$ cat src/rtl/wb_stage_mc.sv
// Writeback stage: picks the register-file write source, aligns and
// extends sub-word loads, and stalls upstream while a load response is
// outstanding.
//
// state    | meaning
// ---------+------------------------------------------------------------
// IDLE     | ready for a new instruction; non-loads and hit loads retire
// WAIT_MEM | load accepted without data; waiting for dmem_rvalid/timeout
module wb_stage_mc #(
    parameter int XLEN        = 32,
    parameter int RF_AW       = 5,
    parameter int MEM_TIMEOUT = 255
) (
    input  logic             clk,
    input  logic             rst,
    input  logic             in_valid,
    output logic             in_ready,
    input  logic [2:0]       wb_src,
    input  logic [RF_AW-1:0] rd,
    input  logic [XLEN-1:0]  result,
    input  logic [XLEN-1:0]  csr_dataout,
    input  logic [XLEN-1:0]  pc,
    input  logic [1:0]       ld_size,
    input  logic             ld_unsigned,
    input  logic [2:0]       ld_off,
    input  logic             dmem_rvalid,
    input  logic [XLEN-1:0]  dmem_rdata,
    output logic             rf_wen,
    output logic [RF_AW-1:0] rf_waddr,
    output logic [XLEN-1:0]  rf_wdata,
    output logic             busy,
    output logic [RF_AW-1:0] busy_rd,
    output logic             load_err
);

    typedef enum logic {
        IDLE     = 1'b0,
        WAIT_MEM = 1'b1
    } state_t;

    localparam int CW = (MEM_TIMEOUT < 2) ? 1 : $clog2(MEM_TIMEOUT + 1);
    localparam logic [CW-1:0] TO_LAST = CW'((MEM_TIMEOUT > 0) ? MEM_TIMEOUT - 1 : 0);
    // On a 32-bit datapath the top offset bit would shift past the word.
    localparam logic [2:0] OFF_MASK = (XLEN == 64) ? 3'b111 : 3'b011;

    state_t            state;
    logic [CW-1:0]     to_cnt;
    logic [RF_AW-1:0]  l_rd;
    logic [1:0]        l_size;
    logic              l_uns;
    logic [2:0]        l_off;
    logic              l_wen;
    logic              eff_wen;
    logic [XLEN-1:0]   src_val;
    logic [XLEN-1:0]   held_ld_val;

    // Shift the addressed lane down, keep 8/16/32/XLEN bits, then extend.
    function automatic logic [XLEN-1:0] extend_load(
        input logic [XLEN-1:0] raw,
        input logic [1:0]      sz,
        input logic            uns,
        input logic [2:0]      off
    );
        logic [XLEN-1:0] lane;
        logic [XLEN-1:0] mask;
        logic [2:0]      off_m;
        logic            sbit;
        off_m = off & OFF_MASK;
        lane  = raw >> {off_m, 3'b000};
        case (sz)
            2'd0: begin
                mask = XLEN'(8'hFF);
                sbit = lane[7];
            end
            2'd1: begin
                mask = XLEN'(16'hFFFF);
                sbit = lane[15];
            end
            2'd2: begin
                mask = XLEN'(32'hFFFF_FFFF);
                sbit = lane[31];
            end
            default: begin
                mask = '1;
                sbit = lane[XLEN-1];
            end
        endcase
        return (lane & mask) | ((sbit && !uns) ? ~mask : '0);
    endfunction

    assign eff_wen  = wb_src[2] && (rd != '0);
    assign in_ready = (state == IDLE);
    assign busy     = (state == WAIT_MEM);

    // Write data for an instruction retiring straight from IDLE.
    always_comb begin
        src_val = '0;
        case (wb_src[1:0])
            2'd0:    src_val = extend_load(dmem_rdata, ld_size, ld_unsigned, ld_off);
            2'd1:    src_val = result;
            2'd2:    src_val = csr_dataout;
            default: src_val = pc + XLEN'(4);
        endcase
    end

    // Write data for a stalled load, using the load shape captured at accept.
    always_comb begin
        held_ld_val = extend_load(dmem_rdata, l_size, l_uns, l_off);
    end

    // Control FSM with registered register-file and hazard outputs.
    always_ff @(posedge clk or posedge rst) begin
        if (rst) begin
            state    <= IDLE;
            to_cnt   <= '0;
            l_rd     <= '0;
            l_size   <= '0;
            l_uns    <= 1'b0;
            l_off    <= '0;
            l_wen    <= 1'b0;
            rf_wen   <= 1'b0;
            rf_waddr <= '0;
            rf_wdata <= '0;
            busy_rd  <= '0;
            load_err <= 1'b0;
        end else begin
            rf_wen   <= 1'b0;
            load_err <= 1'b0;
            case (state)
                IDLE: begin
                    if (in_valid) begin
                        if ((wb_src[1:0] != 2'd0) || dmem_rvalid) begin
                            rf_wen   <= eff_wen;
                            rf_waddr <= rd;
                            rf_wdata <= src_val;
                        end else begin
                            state   <= WAIT_MEM;
                            to_cnt  <= '0;
                            l_rd    <= rd;
                            l_size  <= ld_size;
                            l_uns   <= ld_unsigned;
                            l_off   <= ld_off;
                            l_wen   <= eff_wen;
                            busy_rd <= eff_wen ? rd : '0;
                        end
                    end
                end
                WAIT_MEM: begin
                    if (dmem_rvalid) begin
                        rf_wen   <= l_wen;
                        rf_waddr <= l_rd;
                        rf_wdata <= held_ld_val;
                        state    <= IDLE;
                        to_cnt   <= '0;
                        busy_rd  <= '0;
                    end else if ((MEM_TIMEOUT != 0) && (to_cnt == TO_LAST)) begin
                        load_err <= 1'b1;
                        state    <= IDLE;
                        to_cnt   <= '0;
                        busy_rd  <= '0;
                    end else begin
                        to_cnt <= to_cnt + CW'(1);
                    end
                end
                default: state <= IDLE;
            endcase
        end
    end

endmodule

$ cat config.mk
export PLATFORM = sky130hd
export DESIGN_NAME = wb_stage_mc
export DESIGN_NICKNAME = d
export VERILOG_FILES = /design/src/rtl/wb_stage_mc.sv
export SDC_FILE = /design/constraint.sdc
export NUM_CORES = 1
export LEC_CHECK = 0
export ABC_AREA = 1
export CAP_MARGIN = 10
export CORE_ASPECT_RATIO = 0.9
export CORE_UTILIZATION = 51
export CTS_CLUSTER_DIAMETER = 50
export DETAILED_ROUTE_END_ITERATION = 16
export GPL_ROUTABILITY_DRIVEN = 1
export PLACE_DENSITY_LB_ADDON = 0.15
export SLEW_MARGIN = 10
export SYNTH_ARGS = -nofsm -noshare
export SYNTH_HDL_FRONTEND = slang
export SYNTH_SLANG_ARGS = --single-unit
$ cat constraint.sdc
create_clock -name clk -period 3.55 [get_ports clk]
set_clock_uncertainty 0.2 [all_clocks]
set_input_delay 0.71 -clock clk [delete_from_list [all_inputs] [get_ports clk]]
set_output_delay 0.71 -clock clk [all_outputs]
set_load 0.05 [all_outputs]
==> metrics <==
outcome finished clean; Most used DFF post-synth dfrtp_1; die area 11900 um2; Final Hold Viols 0; Die Y 104 um; GRT overflow 0; first-pass GRT wire length 33.4 mm; setup TNS 0 ns; layout net count 1283; Post-Layout Cell Count 1291; core area 11000 um2; area grow syn2layout 38.2%; routed via count 7372; vias per inst 5.71; Data arrival, critical path 2.73 ns; R2R Setup Slk 1.03 ns; total track usage 36.2%; critical path class input port to register; Hold Path Class register to register; DRC 0; unrepaired setup endpoints after global routing no; CP Launch Type input port; Worst setup EP type register; FF+latch count, synth 64; count of different cell masters after synthesis 39; post-CTS setup buffer count 0; cell count after placement 1275; CTS tree done; final antenna-violating net count 0; Max rail drop VDD 0.492 mV; clock slew at reported path FFs 0.05 ns; Power Dens Cells 402 nW/um2; post-layout min period 2.71 ns; syn_area_per_cell 6.03 um2; antenna fix cells 0; LEAKAGE 3.62 nW; Max-Cap Viols 0; YS warnings 0; vias in the first global route 6673; Synth Net Count 1118; largest net degree at the start of global routing 65; Hold-fix buffers, CTS 0; clk root buf clkbuf_16; port bufs 190; share of the yosys chip area belonging to registers 27.4%; CTS resizes 0; Die Wd 115 um; Detailed Routing Iterations Pass 1 5; share of flip-flops with an asynchronous set or reset 100%; io pins 192; clk buf depth 2; H-tree depth reported by CTS 3; clock sinks 64; Initial Utilization 53.2%; Final Cycle Share 76.3%; post-synthesis instance area 5840 um2; Post-Synthesis Cells 969; worst-path maximum fanout 4; total CTS buffers 9; initial antenna violation count 0; total wire length 21.6 mm; Slew Viols, Final 0; Post-synth EDFFs 0; Post-DP HPWL 16.6 mm; Tot Pwr 3.25 mW; Rel. slew slack 45.7%; RePlAce Congestion 0.980; Worst Tran Pin Value 0.814 ns; # rows 36; WL per Instance 16.7 um; Worst Path Required 3.57 ns; fraction of layout cells with a size suffix above 1 5.27%; Clock Latency Late Sink 0.33 ns; initial DRC count 851; f_max 0.369 GHz; setup violators final 0
-- layout by cell type (no fill, tap or decap), types with 2 or more instances in the layout --
cell type        Yosys  final
nand2_1            313    313
clkdlybuf4s50_1      0    189
nor2_1              84     84
o21ai_0             83     83
a21oi_1             80     80
nand3_1             80     80
inv_1               72     71
dfrtp_1             64     64
a22o_1              25     25
nand4_1             20     20
buf_4                1     20
a31oi_1             18     18
inv_2               12     13
o211ai_1            12     12
nand3b_1            10     10
clkbuf_16            0      9
o22ai_1              5      5
o21bai_1             4      4
nand2_2              4      4
xnor2_1              3      3
nor3_1               3      3
ha_1                 3      3
clkinv_2             0      3
clkinv_4             0      3
and2_1               2      2
o31ai_1              2      2
o221ai_1             2      2
-- synth_stat cells (all sizes together) (18+ instances only) --
cell,number,area (um2)
nand2,317,1200
a22o,25,219
buf,27,169
a31oi,18,113
nand4,21,138
nand3,82,428
clkbuf,28,105
inv,84,315
nor2,86,333
o21ai,83,415
dfrtp,64,1600
a21oi,80,400
-- cells by family after synthesis --
kind of cell | synth area share (%)
AO/OA/AOI/OAI | 23.2
XOR/XNOR | 0.600
adder cells (fa/ha/maj) | 0.642
buffers and inverters | 10.1
flip-flops | 27.4
AND/OR/NAND/NOR | 38.0
-- per-layer routing --
metal  routed length, um  track usage [%]  up-vias
li1                    -                -     3567
met1                9230             50.9     3305
met2                9330             55.5      441
met3                2360             6.67       59
met4                 703             12.7        0
met5                   0                0        -
-- final cells by class --
| cell class | count | area, um2 |
|---|---|---|
| clock inverter | 7 | 48.8 |
| sequential | 64 | 1600 |
| multi-input combinational | 765 | 3650 |
| fill | 967 | 2920 |
| clock buffer | 9 | 225 |
| tap | 152 | 190 |
| inverter | 85 | 319 |
| timing repair buffer | 209 | 2040 |
-- through the flow --
step | hold WS, ns | util [%] | setup slack [ns] | cell area, um2
after floorplan | 0.253 | - | 1.04 | 5840
after global placement | 0.265 | 71.0 | 0.560 | 7800
after detailed placement | 0.265 | 71.0 | 0.534 | 7800
after CTS | 0.281 | 73.5 | 0.869 | 8080
after global routing | 0.301 | 73.5 | 0.636 | 8080
final | 0.274 | 73.5 | 0.842 | 8080
-- flip-flops by register name, summed over array words and instances, names as in the netlist --
register and cells:
busy 1, busy_rd 5, l_off 2, l_rd 5, l_size 2, l_uns 1, l_wen 1, load_err 1
rf_waddr 5, rf_wdata 32, rf_wen 1, to_cnt 8
-- final timing paths --
check,start,to,cells after the start
setup / recovery,pc[2],rf_wdata[12],11
hold / removal,rf_wdata[11],rf_wdata[11],2
setup reg to reg,l_off[1],rf_wdata[10],7
hold reg to reg,rf_wdata[11],rf_wdata[11],2
max in group asynchronous,rst,rf_wdata[6],3
min in group asynchronous,rst,rf_wdata[21],3
-- power by group --
group | switching [mW] | internal, mW | leakage (nW)
sequential | 0.0932 | 0.855 | 0.803
combinational | 0.952 | 0.532 | 2.69
clock | 0.346 | 0.472 | 0.135
-- critical path: stages --
cell             delay (ns)
clkdlybuf4s50_1        0.51
ha_1                   0.25
nand2_1                0.09
nor2_1                 0.22
nand2_1                0.18
nor2_1                 0.29
nand2_1                0.09
nand3_1                0.08
nand4_1                0.14
nand3_1                0.11
nand2_1                0.05
Note: power is estimated with default switching activity, not from simulation.
